`config.mk`:
```
export PLATFORM = sky130hd
export DESIGN_NAME = cve2_obi_port_arbiter_flat
export DESIGN_NICKNAME = d
export VERILOG_FILES = /design/src/rtl/cve2_obi_port_arbiter_if.sv /design/src/rtl/cve2_obi_port_arbiter.sv /design/src/flat_wrapper.sv
export SDC_FILE = /design/constraint.sdc
export NUM_CORES = 1
export LEC_CHECK = 0
export ABC_CLOCK_PERIOD_IN_PS = 2100
export BUFFER_PORTS_ARGS = -buffer_cell sky130_fd_sc_hd__buf_4
export CAP_MARGIN = 40
export CORE_AREA = 10 10 100 102
export CTS_BUF_LIST = sky130_fd_sc_hd__clkbuf_4 sky130_fd_sc_hd__clkbuf_8
export CTS_CLUSTER_DIAMETER = 80
export DETAILED_ROUTE_END_ITERATION = 7
export DIE_AREA = 0 0 110 112
export PLACE_DENSITY_LB_ADDON = 0.12
export RECOVER_POWER = 100
export SYNTH_ARGS = -nofsm -noshare
export SYNTH_HDL_FRONTEND = slang
export SYNTH_SLANG_ARGS = --single-unit
```
`constraint.sdc`:
```
create_clock -name clk_i -period 2.1 [get_ports clk_i]
set_input_delay 0.42 -clock clk_i [delete_from_list [all_inputs] [get_ports clk_i]]
set_output_delay 0.42 -clock clk_i [all_outputs]
set_load 0.01 [all_outputs]
```
`src/rtl/cve2_obi_port_arbiter_if.sv`:
```
// Bundles the instruction-fetch, LSU and shared memory-port signals of the
// OBI port arbiter. Signal suffixes are from the arbiter's point of view.
interface cve2_obi_port_arbiter_if;
  logic        instr_req_i;
  logic [31:0] instr_addr_i;
  logic        instr_gnt_o;
  logic        instr_rvalid_o;
  logic [31:0] instr_rdata_o;
  logic        instr_err_o;

  logic        data_req_i;
  logic        data_we_i;
  logic [3:0]  data_be_i;
  logic [31:0] data_addr_i;
  logic [31:0] data_wdata_i;
  logic        data_gnt_o;
  logic        data_rvalid_o;
  logic [31:0] data_rdata_o;
  logic        data_err_o;

  logic        mem_req_o;
  logic        mem_we_o;
  logic [3:0]  mem_be_o;
  logic [31:0] mem_addr_o;
  logic [31:0] mem_wdata_o;
  logic        mem_gnt_i;
  logic        mem_rvalid_i;
  logic [31:0] mem_rdata_i;
  logic        mem_err_i;

  modport slave (
    input  instr_req_i, instr_addr_i,
    output instr_gnt_o, instr_rvalid_o, instr_rdata_o, instr_err_o,
    input  data_req_i, data_we_i, data_be_i, data_addr_i, data_wdata_i,
    output data_gnt_o, data_rvalid_o, data_rdata_o, data_err_o,
    output mem_req_o, mem_we_o, mem_be_o, mem_addr_o, mem_wdata_o,
    input  mem_gnt_i, mem_rvalid_i, mem_rdata_i, mem_err_i
  );

  modport master (
    output instr_req_i, instr_addr_i,
    input  instr_gnt_o, instr_rvalid_o, instr_rdata_o, instr_err_o,
    output data_req_i, data_we_i, data_be_i, data_addr_i, data_wdata_i,
    input  data_gnt_o, data_rvalid_o, data_rdata_o, data_err_o,
    input  mem_req_o, mem_we_o, mem_be_o, mem_addr_o, mem_wdata_o,
    output mem_gnt_i, mem_rvalid_i, mem_rdata_i, mem_err_i
  );
endinterface

```
`src/rtl/cve2_obi_port_arbiter.sv`:
```
// Shares one OBI memory port between instruction fetch and the LSU; a small
// source-ID FIFO steers each rvalid back to the requester that issued it.
module cve2_obi_port_arbiter #(
  parameter int unsigned MaxOutstanding = 2,
  parameter bit          DataPriority   = 1'b1
) (
  input  logic                   clk_i,
  input  logic                   rst_ni,
  cve2_obi_port_arbiter_if.slave bus,
  output logic                   busy_o
);
  localparam int unsigned CntW = $clog2(MaxOutstanding + 1);
  localparam int unsigned PtrW = (MaxOutstanding > 1) ? $clog2(MaxOutstanding) : 1;

  typedef enum logic {SRC_INSTR = 1'b0, SRC_DATA = 1'b1} src_e;
  typedef enum logic [1:0] {LOCK_NONE, LOCK_INSTR, LOCK_DATA} lock_e;

  lock_e           lock_q, lock_d;
  src_e            rr_last_q, rr_last_d;
  src_e            sel;
  src_e            head_src;
  src_e            fifo_q [MaxOutstanding];
  logic [CntW-1:0] count_q, count_d;
  logic [PtrW-1:0] wptr_q, wptr_d, rptr_q, rptr_d;
  logic            can_issue, sel_data, mem_req, push, pop;

  function automatic logic [PtrW-1:0] ptr_inc(input logic [PtrW-1:0] p);
    return (p == PtrW'(MaxOutstanding - 1)) ? '0 : p + PtrW'(1);
  endfunction

  // A stalled request keeps the port until granted, whatever the other side wants.
  always_comb begin
    sel = SRC_INSTR;
    unique case (lock_q)
      LOCK_INSTR: sel = SRC_INSTR;
      LOCK_DATA:  sel = SRC_DATA;
      default: begin
        if (bus.data_req_i && bus.instr_req_i)
          sel = (DataPriority || rr_last_q == SRC_INSTR) ? SRC_DATA : SRC_INSTR;
        else if (bus.data_req_i)
          sel = SRC_DATA;
      end
    endcase
  end

  assign sel_data  = (sel == SRC_DATA);
  assign can_issue = (count_q < CntW'(MaxOutstanding));
  assign mem_req   = can_issue & (sel_data ? bus.data_req_i : bus.instr_req_i);
  assign push      = mem_req & bus.mem_gnt_i;
  assign pop       = bus.mem_rvalid_i & (count_q != '0);
  assign head_src  = fifo_q[rptr_q];

  always_comb begin
    lock_d    = lock_q;
    rr_last_d = rr_last_q;
    count_d   = count_q;
    wptr_d    = wptr_q;
    rptr_d    = rptr_q;
    if (bus.mem_gnt_i)
      lock_d = LOCK_NONE;
    else if (mem_req)
      lock_d = sel_data ? LOCK_DATA : LOCK_INSTR;
    if (push) begin
      rr_last_d = sel;
      wptr_d    = ptr_inc(wptr_q);
    end
    if (pop)
      rptr_d = ptr_inc(rptr_q);
    if (push && !pop)
      count_d = count_q + CntW'(1);
    else if (pop && !push)
      count_d = count_q - CntW'(1);
  end

  always_ff @(posedge clk_i or negedge rst_ni) begin
    if (!rst_ni) begin
      lock_q    <= LOCK_NONE;
      rr_last_q <= SRC_INSTR;
      count_q   <= '0;
      wptr_q    <= '0;
      rptr_q    <= '0;
    end else begin
      lock_q    <= lock_d;
      rr_last_q <= rr_last_d;
      count_q   <= count_d;
      wptr_q    <= wptr_d;
      rptr_q    <= rptr_d;
    end
  end

  for (genvar gi = 0; gi < MaxOutstanding; gi++) begin : g_fifo
    always_ff @(posedge clk_i or negedge rst_ni) begin
      if (!rst_ni)
        fifo_q[gi] <= SRC_INSTR;
      else if (push && wptr_q == PtrW'(gi))
        fifo_q[gi] <= sel;
    end
  end

  // Payload is zeroed when idle so the port shows no stale attributes.
  assign bus.mem_req_o   = mem_req;
  assign bus.mem_we_o    = mem_req & sel_data & bus.data_we_i;
  assign bus.mem_be_o    = !mem_req ? 4'h0  : (sel_data ? bus.data_be_i    : 4'hF);
  assign bus.mem_addr_o  = !mem_req ? 32'h0 : (sel_data ? bus.data_addr_i  : bus.instr_addr_i);
  assign bus.mem_wdata_o = !mem_req ? 32'h0 : (sel_data ? bus.data_wdata_i : 32'h0);

  assign bus.instr_gnt_o    = push & ~sel_data;
  assign bus.data_gnt_o     = push & sel_data;
  assign bus.instr_rvalid_o = pop & (head_src == SRC_INSTR);
  assign bus.data_rvalid_o  = pop & (head_src == SRC_DATA);
  assign bus.instr_rdata_o  = bus.mem_rdata_i;
  assign bus.data_rdata_o   = bus.mem_rdata_i;
  assign bus.instr_err_o    = bus.mem_err_i;
  assign bus.data_err_o     = bus.mem_err_i;

  assign busy_o = (count_q != '0) | (lock_q != LOCK_NONE);

  a_no_x: assert property (@(posedge clk_i) disable iff (!rst_ni)
    !$isunknown({bus.mem_req_o, bus.instr_gnt_o, bus.data_gnt_o}));
  a_stable: assert property (@(posedge clk_i) disable iff (!rst_ni)
    (bus.mem_req_o && !bus.mem_gnt_i) |=>
      $stable({bus.mem_we_o, bus.mem_be_o, bus.mem_addr_o, bus.mem_wdata_o}));
  a_count: assert property (@(posedge clk_i) disable iff (!rst_ni)
    count_q <= CntW'(MaxOutstanding));
  a_no_stray_rvalid: assert property (@(posedge clk_i) disable iff (!rst_ni)
    bus.mem_rvalid_i |-> (count_q != '0));
endmodule

```
`src/flat_wrapper.sv`:
```
// flat-port wrapper written by rule: the top's interface ports become plain ports
module cve2_obi_port_arbiter_flat 
#(
  parameter int unsigned MaxOutstanding = 2,
  parameter bit          DataPriority   = 1'b1
)
  (clk_i, rst_ni, busy_o, bus_instr_req_i, bus_instr_addr_i, bus_instr_gnt_o, bus_instr_rvalid_o, bus_instr_rdata_o, bus_instr_err_o, bus_data_req_i, bus_data_we_i, bus_data_be_i, bus_data_addr_i, bus_data_wdata_i, bus_data_gnt_o, bus_data_rvalid_o, bus_data_rdata_o, bus_data_err_o, bus_mem_req_o, bus_mem_we_o, bus_mem_be_o, bus_mem_addr_o, bus_mem_wdata_o, bus_mem_gnt_i, bus_mem_rvalid_i, bus_mem_rdata_i, bus_mem_err_i);
  cve2_obi_port_arbiter_if bus_i ();
  input  logic clk_i;
  input  logic rst_ni;
  output logic busy_o;
  input wire logic [$bits(bus_i.instr_req_i)-1:0] bus_instr_req_i;
  input wire logic [$bits(bus_i.instr_addr_i)-1:0] bus_instr_addr_i;
  output wire logic [$bits(bus_i.instr_gnt_o)-1:0] bus_instr_gnt_o;
  output wire logic [$bits(bus_i.instr_rvalid_o)-1:0] bus_instr_rvalid_o;
  output wire logic [$bits(bus_i.instr_rdata_o)-1:0] bus_instr_rdata_o;
  output wire logic [$bits(bus_i.instr_err_o)-1:0] bus_instr_err_o;
  input wire logic [$bits(bus_i.data_req_i)-1:0] bus_data_req_i;
  input wire logic [$bits(bus_i.data_we_i)-1:0] bus_data_we_i;
  input wire logic [$bits(bus_i.data_be_i)-1:0] bus_data_be_i;
  input wire logic [$bits(bus_i.data_addr_i)-1:0] bus_data_addr_i;
  input wire logic [$bits(bus_i.data_wdata_i)-1:0] bus_data_wdata_i;
  output wire logic [$bits(bus_i.data_gnt_o)-1:0] bus_data_gnt_o;
  output wire logic [$bits(bus_i.data_rvalid_o)-1:0] bus_data_rvalid_o;
  output wire logic [$bits(bus_i.data_rdata_o)-1:0] bus_data_rdata_o;
  output wire logic [$bits(bus_i.data_err_o)-1:0] bus_data_err_o;
  output wire logic [$bits(bus_i.mem_req_o)-1:0] bus_mem_req_o;
  output wire logic [$bits(bus_i.mem_we_o)-1:0] bus_mem_we_o;
  output wire logic [$bits(bus_i.mem_be_o)-1:0] bus_mem_be_o;
  output wire logic [$bits(bus_i.mem_addr_o)-1:0] bus_mem_addr_o;
  output wire logic [$bits(bus_i.mem_wdata_o)-1:0] bus_mem_wdata_o;
  input wire logic [$bits(bus_i.mem_gnt_i)-1:0] bus_mem_gnt_i;
  input wire logic [$bits(bus_i.mem_rvalid_i)-1:0] bus_mem_rvalid_i;
  input wire logic [$bits(bus_i.mem_rdata_i)-1:0] bus_mem_rdata_i;
  input wire logic [$bits(bus_i.mem_err_i)-1:0] bus_mem_err_i;
  assign bus_i.instr_req_i = bus_instr_req_i;
  assign bus_i.instr_addr_i = bus_instr_addr_i;
  assign bus_instr_gnt_o = bus_i.instr_gnt_o;
  assign bus_instr_rvalid_o = bus_i.instr_rvalid_o;
  assign bus_instr_rdata_o = bus_i.instr_rdata_o;
  assign bus_instr_err_o = bus_i.instr_err_o;
  assign bus_i.data_req_i = bus_data_req_i;
  assign bus_i.data_we_i = bus_data_we_i;
  assign bus_i.data_be_i = bus_data_be_i;
  assign bus_i.data_addr_i = bus_data_addr_i;
  assign bus_i.data_wdata_i = bus_data_wdata_i;
  assign bus_data_gnt_o = bus_i.data_gnt_o;
  assign bus_data_rvalid_o = bus_i.data_rvalid_o;
  assign bus_data_rdata_o = bus_i.data_rdata_o;
  assign bus_data_err_o = bus_i.data_err_o;
  assign bus_mem_req_o = bus_i.mem_req_o;
  assign bus_mem_we_o = bus_i.mem_we_o;
  assign bus_mem_be_o = bus_i.mem_be_o;
  assign bus_mem_addr_o = bus_i.mem_addr_o;
  assign bus_mem_wdata_o = bus_i.mem_wdata_o;
  assign bus_i.mem_gnt_i = bus_mem_gnt_i;
  assign bus_i.mem_rvalid_i = bus_mem_rvalid_i;
  assign bus_i.mem_rdata_i = bus_mem_rdata_i;
  assign bus_i.mem_err_i = bus_mem_err_i;
  cve2_obi_port_arbiter #(.MaxOutstanding(MaxOutstanding), .DataPriority(DataPriority)) u_core (.clk_i(clk_i), .rst_ni(rst_ni), .bus(bus_i), .busy_o(busy_o));
endmodule
```
==> metrics.cfg, run 1 <==
[outcome]
run_status=finished with violations
violations=negative setup slack

[critical_path]
critPathSlowestCell=mux2_4
cp.arrival_ns=1.87
path_class=register to primary output
path_cells=inv_2 > buf_6 > ha_4 > buf_6 > mux2_4 > clkbuf_16 > nand2_1 > a21oi_2 > buf_4
worstPathRequired_ns=1.68
cp-start-kind=register
endpoint_kind=primary output
critical-path-max-stage-delay_ns=0.36
cp_max_fo=8
critical_path.most_common_cell=buf_6

[flow_run]
cap_violations=0

[detailed_routing]
drt_iter0_markers=63
drt-wirelength-per-cell_microns=18.7
via_per_inst=4.38
dr_total_vias=2195
route.detailed.drc=0
postRouteAntennaNets=0
drt-total-wl_microns=9350
drtPass1Iterations=4

[cells_and_area]
nets=541
area_delta_synth_final_pct=96.8
drive_gt1_frac=0.687
layout.cells.non_filler=501
fillers=847
antennaDiodeCount=0

[logic_synthesis]
ys_seq_area_frac=0.116
synth_xor_xnor_area_share=0.0254
synth-compound-area-share=0.141
yosys-top-cells-count=buf_4, nand2_1, a21oi_1
synth-seq-cells=8
yosysTopAreaCell=buf_4
synthesis.nets=413
yosys-mux-area-fraction=0.0392
synth_edf_count=0
avgSynthCellArea_sq_um=6.38
yosys-top-cells-area=buf_4, nand2_1, and2_1, dfrtp_1, a21oi_1
synth_cells=270
synth_top_area_share=0.292
synth_fa_ha_area_frac=0.0218
ys_types=24
synth_top_family_by_area=buffers and inverters
synthSimpleGateAreaFrac=0.320
syn_area_sq_um=1720
synth_warnings=0
async_reset_ff_frac=1.00
synthFlopType=dfrtp_1

[placement]
finalWeightedCongestion=0.802
place_inst=488
io_buffers=181
dp_hpwl_microns=7260
preCtsSetupSlack_ns=-0.102

[clock_network]
clk_pin_slew_ns=0.04
clkSinkCount=8
clock_latency_ns=0.22
cts_tree=yes
htreeDepth=1
cts_buffer_depth=2
cts_made_buffers=3
clockRootBuffer=clkbuf_8
ctsHoldBuffers=0

[power]
pwr-share-comb=0.878
power_leakage_uw=0.00171
p_seq_frac=0.076
max-vdd-ir-drop_mv=0.466
swShare=0.453
clkPwrFrac=0.046
power_per_cell_area_nw_per_um2=1110
power.switching_uw=1700
p_int_uw=2060

[sta]
post-route-period-util=1.09
post-route-min-period_ns=2.29
setup_tns_ns=-9.64
worst_slack_ns=-0.195
setup_viol_count_final=72
fin_skew_ns=0.00198
fmax_mhz=436
timing.hold.ws_ns=0.106
tightest_slew_ns=0.489
hold_viol=0
grt_setup_unrepaired=true
slew_violations=0
max_slew_margin=0.670

[die]
ios=281
coreArea_sq_um=8050
die_x_microns=110
die_area_sq_um=12300
row_count=33
initial_core_util=0.214
die_h_microns=112

[grt]
grt_overflow=0
antenna_found_initial=0
grt_pass1_vias=2319
gr-usage-all-layers=0.128
grt_max_degree=37
grt_pass1_wl_microns=12600

[worst_hold_path]
hold_class=input port to async pin

==> power by group through the flow <==
stage | registers (uW) | logic [uW] | clock network, uW
6_report | 285 | 3300 | 175
5_1_grt | 296 | 3560 | 187
4_1_cts | 286 | 3000 | 181
3_5_place_dp | 287 | 2500 | 0
3_3_place_gp | 287 | 2520 | 0
2_1_floorplan | 284 | 1350 | 0
==> kinds of logic after synthesis <==
group / Yosys count
simple gates: 119
buf+inv: 85
compound gates: 44
flops: 8
mux: 6
xor+xnor: 5
fa+ha+maj: 3
==> per-stage QoR <==
stage	total power [uW]	cell area [sq um]	utilization
2_1_floorplan	1630	1730	-
3_3_place_gp	2800	2820	0.350
3_5_place_dp	2790	2820	0.350
4_1_cts	3470	3150	0.392
5_1_grt	4040	3390	0.421
6_report	3760	3390	0.421
==> final timing paths <==
| check | start | cells past startpoint | slack, ns | endpoint |
|---|---|---|---|---|
| max | u_core.lock_q[0] | 9 | -0.19 | bus_mem_addr_o[16] |
| min | rst_ni | 1 | 0.11 | u_core.rptr_q |
| max reg2reg | u_core.lock_q[0] | 10 | 0.17 | u_core.count_q[1] |
| min reg2reg | u_core.rptr_q | 1 | 0.49 | u_core.rptr_q |
| max in group asynchronous | rst_ni | 1 | 1.70 | u_core.lock_q[0] |
| min in group clk_i | bus_mem_gnt_i | 2 | 0.39 | u_core.lock_q[1] |
==> registers in the layout, summed over array words and instances (netlist names) <==
name,cells
u_core.count_q,2
u_core.fifo_q,2
u_core.lock_q,2
u_core.rptr_q,1
u_core.wptr_q,1
==> worst max-delay path, delay by kind of cell, from the launching register on <==
family	cells	cell delay [ns]
DFF	1	0.34
adders and majority gates	1	0.16
AOI/OAI and AO/OA	1	0.05
muxes	1	0.36
buffers and inverters	5	0.64
and+or+nand+nor	1	0.09
==> cells in the final DEF, fill, tap and decap left out, types with 4 or more instances in the layout <==
master,Yosys,final
buf_12,0,6
and2_1,34,33
dfrtp_1,8,8
a21oi_1,37,6
nand2_2,0,16
buf_16,0,4
inv_1,5,4
clkbuf_1,6,4
buf_4,67,182
nor2_1,11,11
nand2_1,67,40
nand2_4,0,11
clkbuf_16,0,4
a21oi_2,0,30
==> repair_timing <==
item	in CTS	in global routing
buffers inserted	1	1
pin swaps	20	26
gates cloned	4	4
setup endpoints to repair	72	73
resized for setup	48	39
==> layer usage <==
layer  wire length, microns  vias up  track usage
met2                   4650      191        0.236
met3                   1620       20       0.0854
met1                   2860      943        0.112
li1                       -     1041            -
met5                      0        -            0
met4                    211        0       0.0260
==> area by class of cell <==
class	count	area, sq um	area share
Timing Repair Buffer	203	1750	0.515
Tap cell	105	131	0.0388
Clock buffer	3	41.3	0.0122
Sequential cell	8	200	0.0591
Inverter	5	18.8	0.00554
Multi-Input combinational cell	177	1250	0.369
(Power assumes the default switching activity.)
==> run 2, diff against run 1 <==
CORE_AREA = 2 2 110 112   (was 10 10 100 102)
DIE_AREA = 0 0 112 114   (was 0 0 110 112)
==> metrics.cfg, run 2 (synthesis results as in run 1) <==
[cells_and_area]
area_delta_synth_final_pct=114
drive_gt1_frac=0.739  ; +0.0522
layout_common_cells=buf_4, nand2_1, buf_6, a21oi_2, and2_4
top_regs=u_core.count_q: 2 flops, u_core.fifo_q: 2 flops, u_core.lock_q: 2 flops
layout_commonest_cell=buf_4
antennaDiodeCount=0  ; unchanged
nets=555  ; +2.6%

[clock_network]
clock_latency_ns=0.23  ; about the same
clkSinkCount=8  ; unchanged
cts_tree=yes
cts_made_buffers=3  ; unchanged
cts_buffer_depth=2  ; unchanged
clk_pin_slew_ns=0.04  ; about the same
clockRootBuffer=clkbuf_8
htreeDepth=1  ; unchanged

[detailed_routing]
via_per_inst=4.03  ; -7.9%
drt-wirelength-per-cell_microns=15.0  ; -19%
drt-total-wl_microns=8380  ; -10%
drt_iter0_markers=60  ; -4.8%
postRouteAntennaNets=0  ; unchanged
dr_total_vias=2247  ; +2.4%
route.detailed.drc=0  ; unchanged
drtPass1Iterations=4  ; unchanged

[grt]
grt_max_degree=21  ; -43%
grt_overflow=0  ; unchanged
gr-usage-all-layers=0.124  ; -0.00402
antenna_found_initial=0  ; unchanged
grt_pass1_vias=2373  ; +2.3%
grt_pass1_wl_microns=12700  ; +0.33%

[sta]
fmax_mhz=434  ; -0.37%
fin_skew_ns=0.000284  ; -0.00170 ns
post-route-min-period_ns=2.30  ; +0.00858 ns
hold_viol=0  ; unchanged
tightest_slew_ns=0.693  ; +0.203 ns
slew_violations=0  ; unchanged
timing.hold.ws_ns=0.397  ; +0.292 ns
worst_slack_ns=-0.203  ; -0.00858 ns
max_slew_margin=0.533  ; -0.137
post-route-period-util=1.10  ; +0.00409
setup_viol_count_final=72  ; unchanged
setup_tns_ns=-7.64  ; +2.00 ns
grt_setup_unrepaired=true

[critical_path]
endpoint_kind=primary output
critPathSlowestCell=dfrtp_1
cp_max_fo=16  ; +8
critical-path-max-stage-delay_ns=0.37  ; about the same
worstPathRequired_ns=1.68  ; about the same
cp.arrival_ns=1.88  ; about the same
path_class=register to primary output
critical_path.most_common_cell=buf_12
path_cells=inv_2 > ha_4 > mux2i_4 > buf_12 > buf_12 > nand2_1 > a21oi_2 > buf_4
cp-start-kind=register
regToRegSetupSlack_ns=-0.03  ; -0.20 ns

[die]
die_area_sq_um=12800  ; +3.6%
die_h_microns=114  ; +1.8%
initial_core_util=0.147  ; -0.0668
row_count=40  ; +21%
coreArea_sq_um=11700  ; +45%
ios=281  ; unchanged
die_x_microns=112  ; +1.8%

[power]
power_leakage_uw=0.00180  ; +5.0%
max-vdd-ir-drop_mv=0.387  ; -17%
power_per_cell_area_nw_per_um2=1100  ; -1.0%

[placement]
finalWeightedCongestion=0.731  ; -8.9%
io_buffers=181  ; unchanged
dp_hpwl_microns=6350  ; -13%

[worst_hold_path]
hold_class=input port to register

[flow_run]
cap_violations=0  ; unchanged

[outcome]
run_status=finished with violations
violations=negative setup slack

## run 2: cell types whose count changed in the layout (fill, tap and decap cells not counted), moves of 3 or more
cell / before / now
and2_1: 33 / 8
nand2_2: 16 / 1
clkbuf_16: 4 / 0
inv_1: 4 / 1
nand2_1: 40 / 56
and2_4: 1 / 26
buf_4: 182 / 161
buf_6: 3 / 39
## run 2: per-stage QoR
stage               cell area (sq um)  std cells  total power (uW)  worst slack [ns]  utilization
global route                     3680        557              4380            -0.282        0.314
global placement                 2890        536              2820           -0.0917        0.246
CTS                              3580        555              4000            -0.209        0.306
floorplan                        1730        270              1630            0.0168            -
detailed placement               2890        536              2810            -0.104        0.246
finish                           3680        557              4050            -0.203        0.314
## run 2: where the power goes
group | leakage [uW] | total [uW] | internal (uW) | switching, uW
registers | 0.0000981 | 296 | 229 | 67.3
clock network | 0.0000216 | 184 | 124 | 60.1
logic | 0.00168 | 3570 | 1940 | 1630
## run 2: final timing paths
check,from,to,cells past startpoint
hold / removal,bus_mem_gnt_i,u_core.lock_q[1],2
min in group asynchronous,rst_ni,u_core.count_q[0],2
setup / recovery,u_core.lock_q[1],bus_mem_addr_o[30],8
setup reg to reg,u_core.lock_q[1],u_core.count_q[1],9
max in group asynchronous,rst_ni,u_core.fifo_q[0],2
hold reg to reg,u_core.rptr_q,u_core.rptr_q,1
## run 2: what timing repair did
item	4_1_cts	5_1_grt
buffers inserted	9	1
hold buffers	0	1
hold endpoints to repair	0	5
gates resized for setup	136	22
endpoints found under the setup margin	72	74
gates cloned	7	0
pin swaps	48	12
## run 2: metal layers
layer  wire length (microns)  GRT usage  vias up
met2                    4640      0.253      180
li1                        -          -     1067
met1                    2650      0.120      995
met5                       0          0        -
met4                      31     0.0179        0
met3                    1050     0.0494        5
## run 2: cell type report
cell class	count	area (sq um)
Sequential cell	8	200
Timing Repair Buffer	217	1920
Inverter	5	21.3
Tap cell	147	184
Fill cell	1253	8030
Multi-Input combinational cell	177	1320
Clock buffer	3	41.3
## run 2: worst max-delay path: cells and delay by family, from the launching register on
kind            cells  cell delay, ns
compound gates      1            0.13
fa+ha+maj           1            0.30
buf+inv             4            0.48
flops               1            0.37
mux                 1            0.30
simple gates        1            0.07
==> run 3, diff against run 2 <==
ABC_AREA = 1   (was not set)
ABC_CLOCK_PERIOD_IN_PS = 2270   (was 2100)
CAP_MARGIN = not set   (was 40)
CORE_AREA = 2 2 109 111   (was 2 2 110 112)
DIE_AREA = 0 0 111 113   (was 0 0 112 114)
clock period = 2.27 ns   (was 2.1 ns; I/O delays follow)
==> metrics.cfg, run 3 <==
[critical_path]
r2r_end=u_core.count_q[1]
cp.arrival_ns=1.84  ; -0.04 ns
crit_end=bus_mem_addr_o[5]
r2r_cells=12  ; +3
regToRegSetupSlack_ns=0.20  ; +0.23 ns
worstPathRequired_ns=1.82  ; +0.14 ns
reg2reg_from=u_core.lock_q[1]
path_class=register to primary output
cp_max_fo=7  ; -9
endpoint_kind=primary output
crit_start=u_core.lock_q[1]
cp-start-kind=register

[cells_and_area]
final_area_sq_um=3600  ; -2.2%
antennaDiodeCount=0  ; unchanged
area_delta_synth_final_pct=95.3
layout_commonest_cell=buf_4
layout_common_cells=buf_4, nand2_1, buf_6, a21oi_2, nor2_4
fillers=1233  ; -1.6%
final_util=0.319  ; +0.00504
top_regs=u_core.count_q: 2 flops, u_core.fifo_q: 2 flops, u_core.lock_q: 2 flops
drive_gt1_frac=0.622  ; -0.117
nets=584  ; +5.2%

[placement]
preCtsSetupSlack_ns=0.183  ; +0.287 ns
dp_hpwl_microns=5470  ; -14%
io_buffers=181  ; unchanged
dpl-instance-area_sq_um=2910  ; +0.74%
finalWeightedCongestion=0.770  ; +5.3%

[detailed_routing]
drt_iter0_markers=43  ; -28%
via_per_inst=4.02  ; -0.25%
route.detailed.drc=0  ; unchanged
drt-total-wl_microns=8510  ; +1.7%
drt-wirelength-per-cell_microns=14.6  ; -2.7%
drtPass1Iterations=4  ; unchanged
dr_total_vias=2342  ; +4.2%
postRouteAntennaNets=0  ; unchanged

[sta]
post-route-min-period_ns=2.30
fmax_mhz=435
grt_setup_unrepaired=true
slew_violations=0  ; unchanged
setup_viol_count_final=15  ; -79%
fin_skew_ns=0.00591  ; +0.00562 ns
post-route-period-util=1.01
max_slew_margin=0.701  ; +0.168
tightest_slew_ns=0.449  ; -0.244 ns
hold_viol=0  ; unchanged
worst_slack_ns=-0.0265  ; +0.177 ns

[logic_synthesis]
synthFlopType=dfrtp_1
yosys-top-cells-area=buf_4, nand2_1, dfrtp_1, a21oi_1, nor2_1
synthesis.nets=458  ; +11%
synth_top_area_share=0.281  ; -0.0113
ys_types=22  ; -8.3%
yosys-top-cells-count=nand2_1, buf_4, nor2_1
synth_cells=315  ; +17%
yosysTopAreaCell=buf_4
synth_warnings=0  ; unchanged
syn_area_sq_um=1840  ; +7.1%
yosysMostFrequentCell=nand2_1
avgSynthCellArea_sq_um=5.85  ; -8.2%
synth-seq-cells=8  ; unchanged
synth_edf_count=0  ; unchanged
ys_seq_area_frac=0.109  ; -0.00773
async_reset_ff_frac=1.00  ; unchanged

[die]
row_count=39  ; -2.5%
die_h_microns=113  ; -0.88%
initial_core_util=0.164  ; +0.0166
die_x_microns=111  ; -0.89%
die_area_sq_um=12500  ; -1.8%
ios=281  ; unchanged
coreArea_sq_um=11300  ; -3.7%

[clock_network]
ctsHoldBuffers=0  ; unchanged
cts_buffer_depth=2  ; unchanged
clockRootBuffer=clkbuf_8
htreeDepth=1  ; unchanged
clkSinkCount=8  ; unchanged
cts_tree=yes
clk_pin_slew_ns=0.04  ; about the same
clock_latency_ns=0.23  ; about the same
cts_made_buffers=3  ; unchanged

[power]
power_leakage_uw=0.00175  ; -3.0%
max-vdd-ir-drop_mv=0.497  ; +29%
power_per_cell_area_nw_per_um2=1020  ; -7.4%
total_power_uw=3670  ; -9.5%

[grt]
grt_max_degree=43  ; +100%
grt_pass1_wl_microns=10800  ; -14%
grt_overflow=0  ; unchanged
antenna_found_initial=0  ; unchanged
grt_pass1_vias=2207  ; -7.0%
gr-usage-all-layers=0.104  ; -0.0202

[worst_hold_path]
hold_class=input port to async pin

[outcome]
run_status=finished with violations
violations=negative setup slack

[flow_run]
cap_violations=0  ; unchanged

==> run 3: changes by cell type in the layout (fill, tap and decap cells not counted), moves of 6 or more <==
cell	before	now
and2_4	26	0
nor2_4	0	23
inv_1	1	9
nor2_1	10	21
clkbuf_16	0	6
nand2_4	10	4
and2_1	8	0
nand2_1	56	105
a21oi_2	32	23
buf_6	39	25
==> run 3: where the power goes <==
part           switching, uW  leakage, uW  internal [uW]
clock                   54.0    0.0000216            115
combinational           1710      0.00162           1530
sequential              44.3    0.0000995            209
==> run 3: timing repair <==
item / 4_1_cts / 5_1_grt
gates resized for setup: 10 / 92
cloned: 1 / 11
endpoints found under the hold margin: 0 / 0
endpoints found under the setup margin: 41 / 69
buffers inserted: 0 / 3
pin swaps: 0 / 5
==> run 3: through the flow <==
step,instances,setup TNS [ns],hold slack (ns)
after floorplan,315,0,0.158
after global placement,564,0,0.281
after detailed placement,564,0,0.279
after CTS,568,-0.143,0.0345
after global routing,582,-4.98,0.183
final,582,-0.162,0.143
==> run 3: layout make-up <==
type,instances,area [sq um],share of cell area
Tap cell,143,179,0.0497
Sequential cell,8,200,0.0556
Multi-Input combinational cell,212,1310,0.363
Timing Repair Buffer,203,1820,0.505
Clock buffer,3,41.3,0.0115
Inverter,13,56.3,0.0156
==> run 3: critical path, stage by stage (launching register included) <==
cell,delay (ns)
dfrtp_1,0.37
inv_2,0.05
ha_4,0.28
inv_4,0.03
nand2_4,0.08
nand3_4,0.11
nand2_8,0.12
nand2_8,0.11
clkbuf_16,0.21
a21oi_4,0.12
buf_6,0.11
==> run 3: how the worst min path moves through the flow <==
stage          startpoint                end  slack [ns]  cells past startpoint
5_1_grt            rst_ni   u_core.fifo_q[1]        0.18                      1
6_report           rst_ni   u_core.fifo_q[1]        0.14                      1
3_5_place_dp       rst_ni   u_core.fifo_q[1]        0.28                      1
4_1_cts            rst_ni   u_core.fifo_q[1]        0.03                      1
2_1_floorplan      rst_ni  u_core.count_q[0]        0.16                      0
3_3_place_gp       rst_ni      u_core.rptr_q        0.28                      1
==> run 3: kinds of logic (layout without fill, tap and decap cells) <==
group / after synthesis / count (layout) / synth area share
adder cells (fa/ha/maj): 3 / 3 / 0.0204
AO/OA/AOI/OAI: 38 / 38 / 0.105
AND/OR/NAND/NOR: 167 / 168 / 0.398
flip-flops: 8 / 8 / 0.109
buffers and inverters: 96 / 219 / 0.353
XOR/XNOR: 3 / 3 / 0.0142
==> run 3: per-layer routing <==
metal | global-route usage | share of wire | vias to the layer above
met1 | 0.113 | 0.39 | 1051
met3 | 0.0273 | 0.074 | 17
met5 | 0 | 0 | -
li1 | - | - | 1160
met2 | 0.203 | 0.52 | 114
met4 | 0.0217 | 0.0095 | 0
